[src/rtl/run_controller_if.sv]
// Control bus between the run controller and whoever drives it (bench or top level).
// The controller side uses the slave modport; the requester side uses master.
interface run_controller_if;
    logic        start;
    logic        halt_req;
    logic        core_en;
    logic        core_clr;
    logic        done;
    logic        timeout;
    logic [15:0] cycle_count;

    modport master (
        output start, halt_req,
        input  core_en, core_clr, done, timeout, cycle_count
    );

    modport slave (
        input  start, halt_req,
        output core_en, core_clr, done, timeout, cycle_count
    );
endinterface

[src/rtl/run_controller.sv]
// Run sequencer for the datapath: clear pulse, optional hold, bounded run, done.
// All outputs are registered and decoded from the next state.
module run_controller #(
    parameter int MAX_CYCLES = 4096,
    parameter int CLR_CYCLES = 2
) (
    input logic             clk,
    input logic             reset,
    run_controller_if.slave bus
);
    typedef enum logic [2:0] {
        IDLE  = 3'd0,
        CLEAR = 3'd1,
        HOLD  = 3'd2,
        RUN   = 3'd3,
        DONE  = 3'd4
    } state_t;

    localparam logic [15:0] LAST_CNT = 16'(MAX_CYCLES - 1);
    localparam logic [3:0]  CLR_LAST = 4'(CLR_CYCLES - 1);

    state_t      state_q, state_d;
    logic [3:0]  clr_cnt_q, clr_cnt_d;
    logic [15:0] cycle_count_q, cycle_count_d;
    logic        timeout_q, timeout_d;
    logic        core_en_q, core_clr_q, done_q;

    // Next-state and counter update; every entry into CLEAR restarts the run bookkeeping
    always_comb begin
        state_d       = state_q;
        clr_cnt_d     = clr_cnt_q;
        cycle_count_d = cycle_count_q;
        timeout_d     = timeout_q;
        case (state_q)
            IDLE: begin
                if (bus.start) begin
                    state_d       = CLEAR;
                    clr_cnt_d     = 4'd0;
                    cycle_count_d = 16'd0;
                    timeout_d     = 1'b0;
                end else begin
                    state_d = IDLE;
                end
            end
            CLEAR: begin
                if (clr_cnt_q >= CLR_LAST) begin
                    state_d   = bus.start ? HOLD : RUN;
                    clr_cnt_d = 4'd0;
                end else begin
                    clr_cnt_d = clr_cnt_q + 4'd1;
                end
            end
            HOLD: begin
                if (bus.start) begin
                    state_d = HOLD;
                end else begin
                    state_d = RUN;
                end
            end
            RUN: begin
                cycle_count_d = cycle_count_q + 16'd1;
                if (bus.start) begin
                    state_d       = CLEAR;
                    clr_cnt_d     = 4'd0;
                    cycle_count_d = 16'd0;
                    timeout_d     = 1'b0;
                end else if (bus.halt_req) begin
                    state_d   = DONE;
                    timeout_d = 1'b0;
                end else if (cycle_count_q >= LAST_CNT) begin
                    state_d   = DONE;
                    timeout_d = 1'b1;
                end else begin
                    state_d = RUN;
                end
            end
            DONE: begin
                if (bus.start) begin
                    state_d       = CLEAR;
                    clr_cnt_d     = 4'd0;
                    cycle_count_d = 16'd0;
                    timeout_d     = 1'b0;
                end else begin
                    state_d = DONE;
                end
            end
            default: begin
                state_d       = IDLE;
                clr_cnt_d     = 4'd0;
                cycle_count_d = 16'd0;
                timeout_d     = 1'b0;
            end
        endcase
    end

    // State, counters and Moore outputs registered together so outputs track the new state
    always_ff @(posedge clk or negedge reset) begin
        if (!reset) begin
            state_q       <= IDLE;
            clr_cnt_q     <= 4'd0;
            cycle_count_q <= 16'd0;
            timeout_q     <= 1'b0;
            core_en_q     <= 1'b0;
            core_clr_q    <= 1'b0;
            done_q        <= 1'b0;
        end else begin
            state_q       <= state_d;
            clr_cnt_q     <= clr_cnt_d;
            cycle_count_q <= cycle_count_d;
            timeout_q     <= timeout_d;
            core_en_q     <= (state_d == RUN);
            core_clr_q    <= (state_d == CLEAR);
            done_q        <= (state_d == DONE);
        end
    end

    assign bus.core_en     = core_en_q;
    assign bus.core_clr    = core_clr_q;
    assign bus.done        = done_q;
    assign bus.timeout     = timeout_q;
    assign bus.cycle_count = cycle_count_q;
endmodule

[src/flat_wrapper.sv]
// flat-port wrapper written by rule: the top's interface ports become plain ports
module run_controller_flat 
#(
    parameter int MAX_CYCLES = 4096,
    parameter int CLR_CYCLES = 2
)
  (clk, reset, bus_start, bus_halt_req, bus_core_en, bus_core_clr, bus_done, bus_timeout, bus_cycle_count);
  run_controller_if bus_i ();
  input logic clk;
  input logic reset;
  input wire logic [$bits(bus_i.start)-1:0] bus_start;
  input wire logic [$bits(bus_i.halt_req)-1:0] bus_halt_req;
  output wire logic [$bits(bus_i.core_en)-1:0] bus_core_en;
  output wire logic [$bits(bus_i.core_clr)-1:0] bus_core_clr;
  output wire logic [$bits(bus_i.done)-1:0] bus_done;
  output wire logic [$bits(bus_i.timeout)-1:0] bus_timeout;
  output wire logic [$bits(bus_i.cycle_count)-1:0] bus_cycle_count;
  assign bus_i.start = bus_start;
  assign bus_i.halt_req = bus_halt_req;
  assign bus_core_en = bus_i.core_en;
  assign bus_core_clr = bus_i.core_clr;
  assign bus_done = bus_i.done;
  assign bus_timeout = bus_i.timeout;
  assign bus_cycle_count = bus_i.cycle_count;
  run_controller #(.MAX_CYCLES(MAX_CYCLES), .CLR_CYCLES(CLR_CYCLES)) u_core (.clk(clk), .reset(reset), .bus(bus_i));
endmodule
[config.mk]
export PLATFORM = sky130hd
export DESIGN_NAME = run_controller_flat
export DESIGN_NICKNAME = d
export VERILOG_FILES = /design/src/rtl/run_controller_if.sv /design/src/rtl/run_controller.sv /design/src/flat_wrapper.sv
export SDC_FILE = /design/constraint.sdc
export NUM_CORES = 1
export LEC_CHECK = 0
export ABC_AREA = 1
export CORE_ASPECT_RATIO = 0.9
export CORE_MARGIN = 5
export CORE_UTILIZATION = 35
export CTS_CLUSTER_DIAMETER = 80
export DETAILED_ROUTE_END_ITERATION = 8
export PLACE_DENSITY = 0.6
export SYNTH_ARGS = -nofsm -noshare
export SYNTH_HDL_FRONTEND = slang
export SYNTH_SLANG_ARGS = --single-unit
[constraint.sdc]
create_clock -name clk -period 1.9 [get_ports clk]
set_input_delay 0.38 -clock clk [delete_from_list [all_inputs] [get_ports clk]]
set_output_delay 0.38 -clock clk [all_outputs]
set_load 0.005 [all_outputs]
== Word-level counts from Yosys, hierarchy flattened ==
Index checks and enable logic that the tools add are counted.

* Register bits after elaboration: 27
* Input port bits: 4
* Output and inout port bits: 20
* Word-level logic and storage cells: 49

* $add $sub $neg: 2
* $lt $le $gt $ge: 2
* Equality and inequality tests: 10
* Muxes and demuxes: 19
* Bitwise logic cells: 2
* Reduce and logical (&&, ||, !) cells: 7

{| class="wikitable"
|+ Operators by type and width
! operator !! count
|-
| 16-bit one-hot mux with 3 select lines || 1
|-
| 16-bit 2-to-1 mux || 2
|-
| 16-bit by 1-bit adder with 16-bit output, second input constant || 1
|-
| 16-bit by 12-bit >= comparator with 1-bit output, second input constant || 1
|-
| 3-bit 2-to-1 mux || 5
|-
| 3-bit one-hot mux with 5 select lines || 1
|-
| 4-bit one-hot mux with 3 select lines || 1
|-
| 3-bit by 2-bit == test with 1-bit output, second input constant || 3
|-
| 4-bit 2-to-1 mux || 2
|-
| 3-bit by 1-bit == test with 1-bit output, second input constant || 2
|-
| 3-bit == test, second input constant || 2
|-
| 1-bit 2-to-1 mux || 6
|-
| 4-bit by 1-bit adder with 4-bit output, second input constant || 1
|-
| 4-bit by 1-bit >= comparator with 1-bit output, second input constant || 1
|-
| 2-bit by 1-bit != test with 1-bit output, second input constant || 2
|-
| 4-bit by 3-bit != test with 1-bit output, second input constant || 1
|-
| 2-bit AND reduction || 2
|-
| 2-bit OR reduction || 2
|-
| 3-bit zero test || 1
|-
| 1-bit one-hot mux with 3 select lines || 1
|-
| 3-bit AND reduction || 1
|-
| 3-bit OR reduction || 1
|-
| 1-bit NOT || 2
|}

== Longest topological paths before layout ==
* Word-level depth: 6
* Gate-level depth with buffers: 10
* Depth with buffers taken out: 10

== Worst setup path before layout ==
No wires, ideal clock.

* Path type: flip-flop to flip-flop
* Start point: register u_core.cycle_count_q[0], in the netlist u_core.bus.cycle_count[0]
* End point: register u_core.core_clr_q, in the netlist u_core.bus.core_clr
* Library setup time: 0.124 ns
* Arrival: 1.265 ns
* Data required time: 1.776 ns
* Slack: 0.511 ns
* Cell stages (with the launch flop): 9
* Path buffers: 0
* Clock period less this slack: 1.389 ns
* Cell sequence: dfrtp_1 ha_1 nand3_1 nor2_2 nand3_2 nand2_1 nand2_1 nand2_1 a21oi_1

* Longest elaborated chain between the ends: 6

{| class="wikitable"
|+ RTL lines
! what !! RTL line !! source
|-
| start: declaration || run_controller.sv:24 || <nowiki>logic [15:0] cycle_count_q, cycle_count_d;</nowiki>
|-
| start signal: assignment || run_controller.sv:109 || <nowiki>cycle_count_q <= cycle_count_d;</nowiki>
|-
| 16-bit by 12-bit >= comparator with 1-bit output || run_controller.sv:70 || <nowiki>end else if (cycle_count_q >= LAST_CNT) begin</nowiki>
|-
| 3-bit 2-to-1 mux || run_controller.sv:70 ||
|-
| 3-bit 2-to-1 mux || run_controller.sv:67 || <nowiki>end else if (bus.halt_req) begin</nowiki>
|-
| 3-bit 2-to-1 mux || run_controller.sv:62 || <nowiki>if (bus.start) begin</nowiki>
|-
| 3-bit one-hot mux with 5 select lines || run_controller.sv:34 || <nowiki>case (state_q)</nowiki>
|-
| 3-bit by 1-bit == test with 1-bit output || run_controller.sv:112 || <nowiki>core_clr_q <= (state_d == CLEAR);</nowiki>
|-
| end signal: assignment || run_controller.sv:112 ||
|-
| end: declaration || run_controller.sv:26 || <nowiki>logic core_en_q, core_clr_q, done_q;</nowiki>
|}

No other way between the ends.
A chain may end at the register's enable or synchronous reset.

== Final worst setup path ==
* Start point: register u_core.cycle_count_q[4], in the netlist u_core.bus.cycle_count[4]
* End point: output bus_cycle_count[4]

{| class="wikitable"
|+ RTL lines
! what !! RTL line !! source
|-
| end: declaration || flat_wrapper.sv:17 || <nowiki>output wire logic [$bits(bus_i.cycle_count)-1:0] bus_cycle_count;</nowiki>
|}

No word-level cell between the ends.

==> flow_metrics.tcl <==
set metrics [dict create \
    run_status "finished, final reports clean" \
    synth-adder-area-share 0.0323 \
    post_synth.cell_area_avg_sq_um 7.74 \
    signal_arrival_time_at_the_worst_endpoint_ps 1260 \
    post_route_cells_drive_above_1_share 0.114 \
    residual_drc 0 \
    core_area_sq_um 4370 \
    combinational_family_with_the_most_area_after_synthesis "simple AND/OR/NAND/NOR gates" \
    clock_tree_from_tritoncts "yes" \
    hpwl_detailed_microns 2600 \
    initial_utilization 0.354 \
    groute.layer.met1.usage 0.178 \
    drtIter0Drc 124 \
    number_of_global_route_vias_before_repair 1207 \
    cell_breakdown_of_the_critical_path "clkdlybuf4s50_1" \
    critical_path.startpoint "u_core.bus.cycle_count[4]" \
    rsz0062_at_grt "no" \
    synthCells 200 \
    clk_pin_slew_worst_paths_ps 90 \
    crit_path_end_kind "output pin" \
    gp_congestion 0.834 \
    top_ff_cell_synth "sky130_fd_sc_hd__dfrtp_1" \
    detail_route.vias_per_cell 4.64 \
    grt_max_degree 28 \
    detailroute.via_count 1346 \
    ys.warnings.count 0 \
    clock-skew-final_ps 5.35 \
    postCtsHoldBufs 0 \
    crit_required_ps 1520 \
    muxShareOfSynthArea 0 \
    critPathKind "reg -> out" \
    grt_pass1_wl_microns 5770 \
    cts_buffers 3 \
    postLayoutSetupSlackWorst_ps 256 \
    r2r_end "u_core.bus.core_clr" \
    critical_path.top_delay_family "buffers and inverters" \
    die_x_microns 80.1 \
    route.antenna.remaining_nets 0 \
    detail_route.first_pass.iterations 4 \
    grt_use_met3 0.0160 \
    detail_route.wl_per_cell_microns 11.6 \
    peakVddDrop_mv 0.337 \
    report.final.slew_viol_count 0 \
    numClockSinks 27 \
    diodes 0 \
    grt_use_total 0.126 \
    syn-num-nets 208 \
    die-height_microns 73.1 \
    synth.yosys.seq_area_share 0.436 \
    timing.final.crit_share 0.865 \
    worst_reg_to_reg_cells 8 \
    r2r_setup_slack_ps 310 \
    final.setup.tns_ps 0 \
    dpl_worst_slack_ps 135 \
    worstHoldPathType "in -> async" \
    worstPathBufferInverterCount 1 \
    synth_compound_area_frac 0.0961 \
    async_flop_share 1.00 \
    post_cts_resized 0 \
    synth_cell_types 26 \
    totalWireLength_microns 3370 \
    leakagePower_nw 0.887 \
    worstReg2RegStart "u_core.bus.cycle_count[0]" \
    post_synth_and_or_nand_nor_area_fraction 0.340 \
    clock_path_buffers 2 \
    cp_max_fo 6 \
    mappedNetlistArea_sq_um 1550 \
    cts_max_level 1 \
    design.die.area_sq_um 5860 \
    synth_enable_flop_cells 0 \
    syn2layout_area_growth_pct 23.3 \
    crit_path_top_delay_cell "sky130_fd_sc_hd__clkdlybuf4s50_1" \
    clkLatencyLatePin_ps 280 \
    cts_setup_buffers 0 \
    timing.slew.headroom 0.775 \
    most_crowded_layer_gr "met2" \
    finalPower_mw 1.80 \
    row_count 23 \
    netlist.top_cell.by_area "sky130_fd_sc_hd__dfrtp_1" \
    synth.area.top_cells "sky130_fd_sc_hd__dfrtp_1 (44%), sky130_fd_sc_hd__nand2_1 (12%), sky130_fd_sc_hd__inv_1 (6.3%)" \
    cts-root-buf "sky130_fd_sc_hd__clkbuf_8" \
    pwr_density_cell_nw_per_um2 940 \
    io-pin-count 24 \
    synth_top_area_frac 0.436 \
    setup_crit_start_kind "flip-flop" \
    grt_antenna_before_repair 0 \
    post_synth_xor_area_fraction 0.0113 \
    global_route.usage.met2 0.192 \
    final.min_clock_period_ps 1640 \
    cap_viol_max_count 0 \
    timing_worst_slew_pin_value_ps 335 \
    ys_ff_latch 27 \
    grt.overflow.total 0 \
    numPortBuffers 23 \
    yosys.cell_count.top_type "sky130_fd_sc_hd__nand2_1" \
    finalHoldViolCount 0 \
    yosys-top-cells-count "sky130_fd_sc_hd__nand2_1 (49), sky130_fd_sc_hd__dfrtp_1 (27), sky130_fd_sc_hd__inv_1 (26), sky130_fd_sc_hd__nor2_1 (22), sky130_fd_sc_hd__nand3_1 (12)" \
    final_net_count 237 \
    max_freq_ghz 0.608 \
    finalSetupViolations 0 \
    critical_path.max_stage_delay_ps 540 \
]
-- through the flow --
stage                     utilization  hold WS [ps]  cell area [sq um]  cells
after global routing            0.436           495               1910    290
after CTS                       0.436           476               1910    290
after floorplan                     -          84.4               1550    200
final                           0.436           467               1910    290
after global placement          0.426           477               1860    286
after detailed placement        0.426           483               1860    286
-- power breakdown --
part	internal [mW]	switching [mW]	leakage (nW)	total (mW)
Clock	0.147	0.179	0.0255	0.326
Sequential	0.648	0.0647	0.370	0.713
Combinational	0.273	0.484	0.492	0.757
Total	1.07	0.727	0.887	1.80
-- how the worst max path moves through the flow --
stage / endpoint / depth (start not counted)
final: bus_cycle_count[4] / 1
after floorplan: u_core.bus.core_clr / 8
after global placement: u_core.bus.cycle_count[9] / 8
after detailed placement: u_core.bus.cycle_count[9] / 8
after CTS: bus_cycle_count[4] / 1
after global routing: u_core.bus.core_clr / 8
-- per-layer routing --
layer,wire length (microns),share of wire
met5,0,0
met4,70,0.021
met3,77,0.023
met2,1480,0.44
met1,1740,0.52
-- cells by family after synthesis --
group	after synthesis
AO/OA/AOI/OAI	27
AND/OR/NAND/NOR	109
buffers and inverters	31
flip-flops	27
XOR/XNOR	2
adder cells (fa/ha/maj)	4
-- flip-flops by register name, indices dropped and copies added (netlist names) --
name	flops
u_core.bus.core_en	1
u_core.bus.cycle_count	16
u_core.bus.core_clr	1
u_core.bus.timeout	1
u_core.clr_cnt_q	4
u_core.state_q	3
u_core.bus.done	1
-- placed cells by master (no fill, tap or decap) --
cell type / netlist / routed
sky130_fd_sc_hd__nor2_4: 2 / 2
sky130_fd_sc_hd__nand2_1: 49 / 49
sky130_fd_sc_hd__nor2_2: 3 / 3
sky130_fd_sc_hd__o21ai_1: 3 / 3
sky130_fd_sc_hd__clkinv_4: 1 / 1
sky130_fd_sc_hd__and3_2: 1 / 1
sky130_fd_sc_hd__o21bai_1: 1 / 1
sky130_fd_sc_hd__o21ai_0: 9 / 9
sky130_fd_sc_hd__nor3_1: 2 / 2
sky130_fd_sc_hd__a32o_1: 1 / 1
sky130_fd_sc_hd__nand4_1: 9 / 9
sky130_fd_sc_hd__clkdlybuf4s50_1: 0 / 23
sky130_fd_sc_hd__nand3_1: 12 / 12
sky130_fd_sc_hd__a21oi_2: 1 / 1
sky130_fd_sc_hd__ha_1: 4 / 4
sky130_fd_sc_hd__nand2_2: 2 / 2
sky130_fd_sc_hd__buf_4: 0 / 3
sky130_fd_sc_hd__dfrtp_1: 27 / 27
sky130_fd_sc_hd__nor2_1: 22 / 22
sky130_fd_sc_hd__a21oi_1: 10 / 10
sky130_fd_sc_hd__nand2_4: 2 / 2
sky130_fd_sc_hd__clkbuf_8: 0 / 3
sky130_fd_sc_hd__inv_1: 26 / 26
sky130_fd_sc_hd__a31oi_1: 2 / 2
sky130_fd_sc_hd__nand3_2: 5 / 5
sky130_fd_sc_hd__inv_2: 2 / 2
sky130_fd_sc_hd__xor2_1: 2 / 2
sky130_fd_sc_hd__clkinv_2: 0 / 1
-- cell type report --
type,count,area [sq um]
clock buffers,3,41.3
clock inverters,1,5.00
fillers,459,2460
inverters,29,114
multi-input cells,142,743
flip-flops and latches,27,676
well taps,62,77.6
repair buffers,26,253
No activity file was read; power rests on OpenSTA's default activity.
